`config.mk`:
```
export PLATFORM = sky130hd
export DESIGN_NAME = sc_canonical_engine
export DESIGN_NICKNAME = d
export VERILOG_FILES = /design/src/rtl/sc_canonical_pkg.sv /design/src/rtl/sc_const_gen.sv /design/src/rtl/sc_canonical_engine.sv
export SDC_FILE = /design/constraint.sdc
export NUM_CORES = 1
export LEC_CHECK = 0
export ABC_AREA = 1
export BUFFER_PORTS_ARGS = -buffer_cell sky130_fd_sc_hd__buf_2
export CAP_MARGIN = 20
export CORE_UTILIZATION = 50
export CTS_CLUSTER_DIAMETER = 80
export DETAILED_ROUTE_END_ITERATION = 10
export PLACE_DENSITY_LB_ADDON = 0.2
export SLEW_MARGIN = 10
export SYNTH_ARGS = -nofsm -noshare
export SYNTH_HDL_FRONTEND = slang
export SYNTH_SLANG_ARGS = --single-unit
```
`constraint.sdc`:
```
create_clock -name clk -period 3.1 [get_ports clk]
set_input_delay 0.155 -clock clk [delete_from_list [all_inputs] [get_ports clk]]
set_output_delay 0.155 -clock clk [all_outputs]
set_load 0.01 [all_outputs]
```
`src/rtl/sc_canonical_pkg.sv`:
```
// Shared state encoding, generator-mode encodings and LFSR tap table for the canonical engine.
// Latency: none (types and constant functions only).
// Backpressure: none.
package sc_canonical_pkg;

  typedef enum logic [1:0] {IDLE, RUN, DONE} state_t;

  localparam int CONST_MODE_COUNTER = 0;
  localparam int CONST_MODE_LFSR    = 1;

  // Fibonacci tap masks (bit i = stage i+1) that give maximal-length sequences.
  function automatic logic [7:0] lfsr_taps(input int width);
    logic [7:0] taps;
    case (width)
      2:       taps = 8'h03;
      3:       taps = 8'h06;
      4:       taps = 8'h0C;
      5:       taps = 8'h14;
      6:       taps = 8'h30;
      7:       taps = 8'h60;
      8:       taps = 8'hB8;
      default: taps = 8'h00;
    endcase
    return taps;
  endfunction

endpackage

```
`src/rtl/sc_const_gen.sv`:
```
// Constant source for the comparators: binary up-counter or maximal LFSR (value = state-1).
// Latency: value reflects the seed the cycle after load_seed; steps one cycle after advance.
// Backpressure: holds its value whenever advance is low.
module sc_const_gen
  import sc_canonical_pkg::*;
#(
  parameter int NUM_CONSTS = 3,
  parameter int CONST_MODE = CONST_MODE_COUNTER
) (
  input  logic                  clk,
  input  logic                  rst,
  input  logic                  load_seed,
  input  logic                  advance,
  output logic [NUM_CONSTS-1:0] value
);

  if (CONST_MODE == CONST_MODE_LFSR) begin : g_lfsr
    localparam logic [7:0]            TAPS = lfsr_taps(NUM_CONSTS);
    localparam logic [NUM_CONSTS-1:0] SEED = NUM_CONSTS'(1);

    logic [NUM_CONSTS-1:0] lfsr_q;
    logic                  feedback;

    assign feedback = ^(lfsr_q & TAPS[NUM_CONSTS-1:0]);

    // Shift once per consumed sample; the all-zero state is never reached.
    always_ff @(posedge clk) begin
      if (rst || load_seed) lfsr_q <= SEED;
      else if (advance)     lfsr_q <= {lfsr_q[NUM_CONSTS-2:0], feedback};
    end

    assign value = lfsr_q - SEED;
  end else begin : g_counter
    logic [NUM_CONSTS-1:0] cnt_q;

    // Free wrap through 0..2**NUM_CONSTS-1, one step per consumed sample.
    always_ff @(posedge clk) begin
      if (rst || load_seed) cnt_q <= '0;
      else if (advance)     cnt_q <= cnt_q + NUM_CONSTS'(1);
    end

    assign value = cnt_q;
  end

endmodule

```
`src/rtl/sc_canonical_engine.sv`:
```
// Stochastic canonical-form evaluator: minterm-selected weight vs. generated constant, per-output ones-counts.
// Latency: a sample consumed in cycle t shows on out_bits/out_valid/counts in t+1; done follows the last one by 1.
// Backpressure: var_valid low stalls the stream with no state change; start is ignored unless IDLE.
module sc_canonical_engine
  import sc_canonical_pkg::*;
#(
  parameter int NUM_VARS    = 2,
  parameter int NUM_CONSTS  = 3,
  parameter int NUM_OUTPUTS = 2,
  parameter int CNT_W       = 16,
  parameter int CONST_MODE  = CONST_MODE_COUNTER
) (
  input  logic                                          clk,
  input  logic                                          rst,
  input  logic                                          cfg_we,
  input  logic [$clog2(NUM_OUTPUTS*(2**NUM_VARS))-1:0]  cfg_addr,
  input  logic [NUM_CONSTS:0]                           cfg_wdata,
  input  logic                                          start,
  input  logic [CNT_W-1:0]                              stream_len,
  input  logic [NUM_VARS-1:0]                           var_inputs,
  input  logic                                          var_valid,
  output logic [NUM_OUTPUTS-1:0]                        out_bits,
  output logic                                          out_valid,
  output logic                                          busy,
  output logic                                          done,
  output logic [NUM_OUTPUTS*CNT_W-1:0]                  counts
);

  localparam int                  NUM_MT     = 2**NUM_VARS;
  localparam int                  NUM_W      = NUM_OUTPUTS*NUM_MT;
  localparam int                  AW         = $clog2(NUM_W);
  localparam logic [NUM_CONSTS:0] W_MAX      = (NUM_CONSTS+1)'(2**NUM_CONSTS);
  localparam logic [AW:0]         ADDR_LIMIT = (AW+1)'(NUM_W);

  state_t                 state_q, state_d;
  logic                   zero_len_q;
  logic [CNT_W-1:0]       remain_q;
  logic [NUM_CONSTS:0]    weights [NUM_W];
  logic [NUM_CONSTS-1:0]  const_val;
  logic [NUM_OUTPUTS-1:0] hit;
  logic                   start_ok, consume, last_sample;

  assign start_ok    = (state_q == IDLE) && start;
  assign consume     = (state_q == RUN) && var_valid;
  assign last_sample = consume && (remain_q == CNT_W'(1));

  // Weight file: writable outside RUN only, oversize values saturate to "always 1".
  always_ff @(posedge clk) begin
    if (rst) begin
      weights <= '{default: '0};
    end else if (cfg_we && (state_q != RUN) && ({1'b0, cfg_addr} < ADDR_LIMIT)) begin
      weights[cfg_addr] <= (cfg_wdata > W_MAX) ? W_MAX : cfg_wdata;
    end
  end

  sc_const_gen #(
    .NUM_CONSTS (NUM_CONSTS),
    .CONST_MODE (CONST_MODE)
  ) u_const_gen (
    .clk       (clk),
    .rst       (rst),
    .load_seed (start_ok),
    .advance   (consume),
    .value     (const_val)
  );

  for (genvar k = 0; k < NUM_OUTPUTS; k++) begin : g_out
    logic [AW-1:0]    ridx;
    logic [CNT_W-1:0] count_q;

    assign ridx   = AW'(k*NUM_MT) + AW'(var_inputs);
    assign hit[k] = {1'b0, const_val} < weights[ridx];

    // Ones-count for this channel: cleared on accepted start, held after the stream.
    always_ff @(posedge clk) begin
      if (rst || start_ok) count_q <= '0;
      else if (consume)    count_q <= count_q + CNT_W'(hit[k]);
    end

    assign counts[k*CNT_W +: CNT_W] = count_q;
  end

  // Registered sample result; out_bits keeps the last sample between valids.
  always_ff @(posedge clk) begin
    if (rst) begin
      out_bits  <= '0;
      out_valid <= 1'b0;
    end else begin
      out_valid <= consume;
      if (consume) out_bits <= hit;
    end
  end

  // State register, samples-remaining counter and zero-length marker.
  always_ff @(posedge clk) begin
    if (rst) begin
      state_q    <= IDLE;
      remain_q   <= '0;
      zero_len_q <= 1'b0;
    end else begin
      state_q <= state_d;
      if (start_ok) begin
        remain_q   <= stream_len;
        zero_len_q <= (stream_len == '0);
      end else begin
        if (consume)           remain_q   <= remain_q - CNT_W'(1);
        if (state_q == DONE)   zero_len_q <= 1'b0;
      end
    end
  end

  // Next-state and status decode.
  always_comb begin
    state_d = state_q;
    busy    = 1'b0;
    done    = 1'b0;
    case (state_q)
      IDLE: begin
        if (start) state_d = (stream_len == '0) ? DONE : RUN;
      end
      RUN: begin
        busy = 1'b1;
        if (last_sample) state_d = DONE;
      end
      DONE: begin
        // An empty stream dwells one extra cycle here so its done pulse lands
        // two cycles after start, matching the shortest non-empty stream.
        done = !zero_len_q;
        if (!zero_len_q) state_d = IDLE;
      end
      default: state_d = IDLE;
    endcase
  end

endmodule

```
==> metrics.txt <==
status complete, no violations; clk root buf clkbuf_8; main flop type after synthesis dfxtp_1; I/O pin total 67; Syn Nets 742; Worst-path clk slew 90 ps; Seq/Total Area, Yosys 38.3%; Synth async-reset ratio 0%; Post-CTS Hold Buffers 0; Mean Syn Cell Area 6.63 um2; number of global-route vias before repair 4182; DRT iter0 DRCs 173; setup TNS 0 ps; Hold EP remain_q[1]; combinational share of power 15.8%; CTS tree built; first-pass GRT wire length 18400 um; worst-skew pair later-pin latency 350 ps; Crit Reg-Reg Endpoint g_out[0].count_q[14]; P_sw 0.686 mW; final clock skew 10.6 ps; Synth top area share 38.3%; share of cells above drive strength 1 13.1%; Least-Margin Pin Slew 1010 ps; # port buffers 66; largest net degree at the start of global routing 40; total track usage 23.0%; P&R area growth vs syn 12.4%; maximum VDD drop 0.299 mV; Min Clock Period, post-route 2520 ps; Post-Route Utilization 59.1%; Core Footprint 8850 um2; fin cells 872; hold path startpoint stream_len[1]; Vias/cell 5.08; worst hold path type input pin to register; crit end category register; clock share of power 33.2%; Initial Utilization 52.5%; Max Slew Vio Count 0; die width 98.4 um; total power 2.39 mW; worst reg2reg setup slack 620 ps; top post-synthesis cells by count nand2_1, nor2_1, dfxtp_1; CP Data Required Time 3330 ps; Ys Warns 0; final net count 800; r2r startpoint weights[25]; worst-path fanout max 17; pre-CTS WS 211 ps; Post-synth EDFFs 0; Cells after Synth 701; Die Height 98.4 um; Int Pwr 1.70 mW; Rows 34; fill cell total of the finished layout 848; Final ANT Viol Nets 0; DP Area 5030 um2; Hold Vio Cnt, Final 0; Synth cell types 36; Post-Syn Area 4650 um2; total die area 9690 um2; fin crit share 81.4%; final setup margin 575 ps; final wirelength 10700 um; Sw Ratio 28.7%; PwrDens 457 nW/um2; n_diodes 0; GP Congestion 0.871; Hold Path Depth 3; TritonCTS buffer count 9; maximum clock rate 396 MHz; # DRC 0; CP arrival 2760 ps; sequential power share 51.0%; Final Setup Violations 0; P_leak 2.35 nW; vias 4434; total gr overflow 0; Bufs on Longest Clock Path 2; Pre-antenna DRT Iters 7; Synth Register Bits 89; post_cts resized 0; reg2reg path depth 17; Setup Buffers After CTS 0; total clock sinks 89; largest area contributor in the netlist dfxtp_1; Crit Path Category input pin to register; WL per Instance 12.2 um; Slew HR 32.6%; H-Tree Depth 3; top cells by area, synth dfxtp_1, nand2_1, nor2_1, inv_1, a21oi_1; dpl hpwl 7810 um; initial antenna violation count 0; count leader, synth nand2_1; RSZ-0062 raised after global routing false; worst hold margin 77.6 ps; post-route cell area 5230 um2; crit start category input pin; Inst Count DP 856; max-cap violations 0
how the worst max path moves through the flow:
stage | cells after the start | slack (ps) | start | endpoint
2_1_floorplan | 18 | 570 | var_inputs[0] | g_out[1].count_q[6]
6_report | 19 | 580 | var_inputs[0] | g_out[0].count_q[14]
3_5_place_dp | 19 | 210 | var_inputs[0] | g_out[0].count_q[14]
3_3_place_gp | 17 | 360 | var_inputs[0] | g_out[1].count_q[6]
4_1_cts | 19 | 590 | var_inputs[0] | g_out[0].count_q[14]
5_1_grt | 17 | 290 | var_inputs[0] | g_out[1].count_q[6]
cell families after synthesis:
kind of cell / synth area share (%)
and+or+nand+nor: 32.6
xor gates and xnor gates: 2.64
buffers and inverters: 9.15
AOI/OAI and AO/OA: 14.3
DFF: 38.3
adders and majority gates: 2.96
flip-flops by register name (all words and copies together), names as in the netlist:
signal	cells
state_q	2
out_valid	1
out_bits	2
u_const_gen.value	3
remain_q	16
weights	32
zero_len_q	1
g_out.count_q	32
layer usage:
metal / GRT usage, % / vias up / share of wire (%)
met5: 0 / - / 0
met2: 40.4 / 82 / 49
met4: 7.23 / 0 / 0.91
met3: 3.69 / 8 / 4.0
met1: 29.1 / 2001 / 46
li1: - / 2343 / -
worst max-delay path, stage by stage:
cell and delay, ps:
buf_2 190, inv_1 370, nand2_1 90, a32o_1 240, ha_1 270, nand2_1 70
nand2_1 40, nand2_1 50, nand2_1 60, inv_1 60, ha_1 160, ha_1 190
nand3_1 90, nor2_1 140, nand3b_1 170, nor2_4 180, nand3_1 100, nand2_1 90
nor2_1 40
area by class of cell:
| cell class | instances | area, um2 | area share, % |
|---|---|---|---|
| clock buffer | 10 | 138 | 2.63 |
| clock inverter | 6 | 57.6 | 1.10 |
| inverter | 89 | 334 | 6.39 |
| multi-input combinational | 503 | 2440 | 46.7 |
| sequential | 89 | 1780 | 34.1 |
| tap | 108 | 135 | 2.59 |
| timing repair buffer | 67 | 338 | 6.46 |
placed cells by master, fill, tap and decap left out, types with 11 or more instances in the layout:
cell type	instances
nand2_1	173
nor2_1	113
dfxtp_1	89
inv_1	86
buf_2	66
a21oi_1	55
o21ai_0	51
nand3_1	27
ha_1	11
power groups by stage:
stage,Sequential (mW),Clock (mW),Combinational (mW)
final,1.22,0.794,0.378
after global routing,1.22,0.869,0.431
after CTS,1.22,0.817,0.378
after detailed placement,1.24,0,0.376
after global placement,1.24,0,0.365
after floorplan,1.23,0,0.288
Note: power is estimated with default switching activity, not from simulation.
